File: src/rtl/uart_paddle_rx.sv
// Remote paddle receiver: 8N1 deserialiser feeding a 4-byte position packet parser
// (A5h, y[9:8], y[7:0], xor checksum) with range check, gap timeout and link health.
module uart_paddle_rx #(
  parameter int CLKS_PER_BIT = 564,
  parameter int Y_MAX        = 767,
  parameter int Y_RESET      = 384,
  parameter int GAP_CLKS     = 65000,
  parameter int LINK_CLKS    = 6500000
) (
  input  logic       clk,
  input  logic       rst,
  input  logic       rx,
  output logic [9:0] y_remote,
  output logic       y_valid,
  output logic       link_ok,
  output logic [7:0] err_cnt
);

  localparam int BW = $clog2(CLKS_PER_BIT + 1);
  localparam int GW = $clog2(GAP_CLKS + 1);
  localparam int LW = $clog2(LINK_CLKS + 1);

  typedef enum logic [1:0] {B_IDLE, B_START, B_DATA, B_STOP} bit_state_t;
  typedef enum logic [1:0] {P_HDR, P_HI, P_LO, P_CHK} pkt_state_t;

  bit_state_t    bit_state;
  pkt_state_t    pkt_state;
  logic          rx_meta, rx_sync;
  logic [1:0]    warm;
  logic          armed;
  logic [BW-1:0] bit_cnt;
  logic [2:0]    bit_idx;
  logic [7:0]    shift;
  logic          byte_stb, frame_err;
  logic          bit_exp;

  logic [1:0]    y_hi;
  logic [7:0]    y_lo;
  logic [9:0]    y_new;
  logic [GW-1:0] gap_cnt;
  logic [LW-1:0] link_cnt;
  logic          gap_exp, pkt_err, accept;

  assign bit_exp = (bit_cnt == BW'(1));

  // A start is only taken once the line has been seen high with real data
  // (warm masks the synchroniser reset values after rst release).
  always_ff @(posedge clk or negedge rst) begin
    if (!rst) begin
      rx_meta   <= 1'b1;
      rx_sync   <= 1'b1;
      warm      <= '0;
      armed     <= 1'b0;
      bit_state <= B_IDLE;
      bit_cnt   <= '0;
      bit_idx   <= '0;
      shift     <= '0;
      byte_stb  <= 1'b0;
      frame_err <= 1'b0;
    end else begin
      rx_meta   <= rx;
      rx_sync   <= rx_meta;
      warm      <= {warm[0], 1'b1};
      byte_stb  <= 1'b0;
      frame_err <= 1'b0;
      if (bit_state != B_IDLE) bit_cnt <= bit_cnt - 1'b1;
      case (bit_state)
        B_IDLE: begin
          if (!armed) begin
            armed <= rx_sync && warm[1];
          end else if (!rx_sync) begin
            armed     <= 1'b0;
            bit_state <= B_START;
            bit_cnt   <= BW'(CLKS_PER_BIT / 2);
          end
        end
        B_START: begin
          if (bit_exp) begin
            if (!rx_sync) begin
              bit_state <= B_DATA;
              bit_cnt   <= BW'(CLKS_PER_BIT);
              bit_idx   <= '0;
            end else begin
              bit_state <= B_IDLE;
            end
          end
        end
        B_DATA: begin
          if (bit_exp) begin
            shift   <= {rx_sync, shift[7:1]};
            bit_cnt <= BW'(CLKS_PER_BIT);
            bit_idx <= bit_idx + 1'b1;
            if (bit_idx == 3'd7) bit_state <= B_STOP;
          end
        end
        B_STOP: begin
          if (bit_exp) begin
            bit_state <= B_IDLE;
            if (rx_sync) byte_stb  <= 1'b1;
            else         frame_err <= 1'b1;
          end
        end
        default: bit_state <= B_IDLE;
      endcase
    end
  end

  always_comb begin
    y_new   = {y_hi, y_lo};
    gap_exp = (pkt_state != P_HDR) && (gap_cnt == GW'(GAP_CLKS - 1));
    pkt_err = 1'b0;
    accept  = 1'b0;
    if (frame_err || gap_exp) begin
      pkt_err = 1'b1;
    end else if (byte_stb) begin
      case (pkt_state)
        P_HI:  pkt_err = (shift[7:2] != 6'd0);
        P_CHK: begin
          if (((8'hA5 ^ {6'd0, y_hi} ^ y_lo) != shift) || (int'(y_new) > Y_MAX))
            pkt_err = 1'b1;
          else
            accept = 1'b1;
        end
        default: ;
      endcase
    end
  end

  // Gap timeout takes priority; a byte arriving in that same cycle is parsed as if in HDR.
  always_ff @(posedge clk or negedge rst) begin
    if (!rst) begin
      pkt_state <= P_HDR;
      y_hi      <= '0;
      y_lo      <= '0;
      gap_cnt   <= '0;
      link_cnt  <= '0;
      y_remote  <= 10'(Y_RESET);
      y_valid   <= 1'b0;
      link_ok   <= 1'b0;
      err_cnt   <= '0;
    end else begin
      y_valid <= 1'b0;

      if (frame_err) begin
        pkt_state <= P_HDR;
      end else if (gap_exp) begin
        pkt_state <= (byte_stb && shift == 8'hA5) ? P_HI : P_HDR;
      end else if (byte_stb) begin
        case (pkt_state)
          P_HDR: if (shift == 8'hA5) pkt_state <= P_HI;
          P_HI: begin
            if (shift[7:2] != 6'd0) begin
              pkt_state <= P_HDR;
            end else begin
              y_hi      <= shift[1:0];
              pkt_state <= P_LO;
            end
          end
          P_LO: begin
            y_lo      <= shift;
            pkt_state <= P_CHK;
          end
          P_CHK: begin
            pkt_state <= P_HDR;
            if (accept) begin
              y_remote <= y_new;
              y_valid  <= 1'b1;
            end
          end
          default: pkt_state <= P_HDR;
        endcase
      end

      if (byte_stb || pkt_state == P_HDR) gap_cnt <= '0;
      else                                gap_cnt <= gap_cnt + 1'b1;

      if (pkt_err && err_cnt != 8'hFF) err_cnt <= err_cnt + 1'b1;

      if (accept) begin
        link_cnt <= LW'(LINK_CLKS);
        link_ok  <= 1'b1;
      end else if (link_cnt != '0) begin
        link_cnt <= link_cnt - 1'b1;
        if (link_cnt == LW'(1)) link_ok <= 1'b0;
      end
    end
  end

endmodule

File: config.mk
export PLATFORM = sky130hd
export DESIGN_NAME = uart_paddle_rx
export DESIGN_NICKNAME = d
export VERILOG_FILES = /design/src/rtl/uart_paddle_rx.sv
export SDC_FILE = /design/constraint.sdc
export NUM_CORES = 1
export LEC_CHECK = 0
export BUFFER_PORTS_ARGS = -buffer_cell sky130_fd_sc_hd__clkbuf_2
export CORE_UTILIZATION = 57
export CTS_BUF_LIST = sky130_fd_sc_hd__clkbuf_16
export DETAILED_ROUTE_END_ITERATION = 10
export GPL_TIMING_DRIVEN = 0
export HOLD_SLACK_MARGIN = 0.06
export PLACE_DENSITY = 0.74
export SLEW_MARGIN = 10
export SYNTH_ARGS = -nofsm -noshare
export SYNTH_HDL_FRONTEND = slang
export SYNTH_SLANG_ARGS = --single-unit
export TNS_END_PERCENT = 1
File: constraint.sdc
create_clock -name clk -period 2.58 [get_ports clk]
set_input_delay 0.387 -clock clk [delete_from_list [all_inputs] [get_ports clk]]
set_output_delay 0.387 -clock clk [all_outputs]
set_load 0.02 [all_outputs]
==> results.yml <==
global_route:
  grt_pass1_vias: 3194
  antenna_found_initial: 0
  grt_usage_pct: 21.6
  grt_first_pass_wirelength_um: 14800
  overflow: 0
  grt_max_degree: 102
sta:
  hold_viol: 0
  setup_viol: 0
  fin_skew_ps: 6.59
  max_freq_ghz: 0.407
  finalCritPeriodShare_pct: 95.3
  worstMarginPinSlew_ps: 764
  rsz0062_at_grt: "true"
  slew_headroom_pct: 49.1
  tns_ps: 0
  fin_crit_ps: 2460
  finalMaxSlewViolations: 0
power:
  ir_worst_vdd_uv: 494
  total_power_uw: 3580
  p_leak_uw: 0.00259
  power.density_nw_per_um2: 667
worst_setup_path:
  r2r_cells: 7
  cp.arrival_ps: 2690
  critPathKind: "reg -> reg"
  endpoint_kind: "register"
  cp-start-kind: "register"
  required_ps: 2810
  crit_fanout: 10
route:
  drtIter0Drc: 142
  drc: 2
  dr.pass1.iters: 9
  drt-wirelength-per-cell_um: 14.5
  detail_route.vias_per_cell: 5.67
  vias: 3316
  routed_wl_um: 8500
  ant_nets: 0
synth:
  synth.top_cells.by_count: "97 x dfrtp_1, 55 x nor2_1, 41 x nand2_1, 23 x xnor2_1, 22 x mux2_2"
  synth_top_area_cell: "dfrtp_1"
  syn_inst: 442
  netlist_area_um2: 4780
  synth_top_cell_area_share_pct: 50.8
  ys_seq_area_share_pct: 53.0
  async_flop_share_pct: 100
  synth-main-ff-cell: "dfrtp_1"
  synth_edf_count: 0
  yosys_warnings: 0
  synth.distinct_cells: 56
  synth_area_leaders: "dfrtp_1 51%, mux2_2 5.2%, nor2_1 4.3%, xnor2_1 4.2%, xor2_1 3.3%"
  synth_seq_cells: 101
  synth.avg_cell_area_um2: 10.8
  yosys.cell_count.top_type: "dfrtp_1"
  synth_nets: 453
final_layout:
  antennaDiodeCount: 0
  syn_to_final_growth_pct: 12.4
  drive_gt1_share_pct: 17.9
  fin_nets: 486
  final_util_pct: 65.7
  n_fill_cell: 638
die:
  core_um2: 8180
  io_pins: 23
  start_util_pct: 58.4
  dieHeight_um: 93.5
  die-area_um2: 8750
  die_w_um: 93.5
  std_cell_rows: 33
cts:
  clk_pin_slew_worst_paths_ps: 70
  clock-sinks: 101
  cts_root_buffer: "clkbuf_16"
  cts_tree: "built"
  cts_buffer_depth: 2
  cts_buffers: 9
  htreeDepth: 3
  cts_setup_buffers: 0
  insertion_delay_ps: 340
run_status:
  violations: "design-rule violations"
  status: "finished, violations left"
placement:
  port_buffers: 22
  dpl.hpwl_um: 5860
  routabilityCongestion: 0.871
job:
  cap_violations: 0
min_path:
  min_path_type: "in -> async"
placed cells by master, fill, tap and decap left out, types with 9 or more instances in the layout:
cell and count:
clkbuf_1 10, nand2_1 41, dfrtp_1 97, o21ai_0 11, xnor2_1 23, nand4_1 11
xor2_1 18, clkbuf_2 21, inv_1 11, a21oi_1 17, nand3_1 14, nor2_1 54
mux2_2 22, nor3_1 9, clkbuf_16 9
worst max-delay path, stage by stage, from the launching register on:
cell	delay, ps
dfrtp_1	400
and3_1	200
and4_1	230
a41oi_2	300
nand2_1	170
or4_4	560
buf_6	180
mux2_4	300
path summary, 6_finish.rpt:
kind | start | end | slack [ps]
worst min register to register | warm[0]$_DFF_PN0_ | warm[1]$_DFF_PN0_ | 350
worst min-delay path | rst | gap_cnt[14]$_DFF_PN0_ | 120
min in group clk | rx | rx_meta$_DFF_PN1_ | 130
worst max-delay path | gap_cnt[7]$_DFF_PN0_ | y_remote[9]$_DFFE_PN0P_ | 120
max in group asynchronous | rst | bit_idx[1]$_DFFE_PN0P_ | 1940
worst max register to register | gap_cnt[7]$_DFF_PN0_ | y_remote[9]$_DFFE_PN0P_ | 120
state kept, by name, summed over array words and instances, names as in the netlist, 2 cells and up, named ones only:
register,count
bit_idx,3
link_cnt,23
y_lo,8
shift,8
err_cnt,8
pkt_state,2
bit_cnt,10
y_hi,2
y_remote,10
warm,2
gap_cnt,16
repair_timing:
action / CTS / global route
endpoints found under the setup margin: 17 / 24
gates resized for setup: 2 / 3
hold buffers: 0 / 0
endpoints found under the hold margin: 0 / 0
final cells by class:
| type | count | area [um2] | share of cell area (%) |
|---|---|---|---|
| clock buffer | 9 | 225 | 4.19 |
| buffer | 12 | 53.8 | 1.00 |
| inverter | 11 | 41.3 | 0.769 |
| timing repair buffer | 22 | 119 | 2.21 |
| sequential | 101 | 2530 | 47.2 |
| tap | 105 | 131 | 2.45 |
| multi-input combinational | 318 | 2170 | 40.5 |
| clock inverter | 7 | 92.6 | 1.72 |
metal layers:
| layer | GRT usage [%] | wire, um | up-vias |
|---|---|---|---|
| li1 | - | - | 1622 |
| met1 | 29.2 | 4070 | 1634 |
| met2 | 35.0 | 4090 | 50 |
| met3 | 4.23 | 230 | 10 |
| met4 | 7.56 | 110 | 0 |
| met5 | 0 | 0 | - |
logic make-up (layout without fill, tap and decap cells):
group	Yosys count	count (layout)	synth area share [%]
AO/OA/AOI/OAI	56	56	7.73
XOR/XNOR	43	43	8.49
adder cells (fa/ha/maj)	8	8	2.10
buffers and inverters	23	61	1.99
flip-flops	101	101	53.0
multiplexers	32	32	8.12
other	1	1	0.0785
AND/OR/NAND/NOR	178	178	18.5
report_power, final:
part | total, uW | internal [uW] | switching [uW]
Sequential | 1770 | 1680 | 86.9
Combinational | 407 | 165 | 243
Clock | 1400 | 777 | 626
Total | 3580 | 2630 | 956
per-stage QoR:
stage / instances / instance area, um2 / hold slack, ps / worst slack (ps)
6_report: 585 / 5370 / 118 / 120
3_5_place_dp: 569 / 5030 / 346 / -83.7
3_3_place_gp: 569 / 5020 / 341 / -160
5_1_grt: 585 / 5370 / 122 / -15.8
4_1_cts: 585 / 5360 / 114 / 105
2_1_floorplan: 442 / 4780 / 91.4 / 307
(Power assumes the default switching activity.)
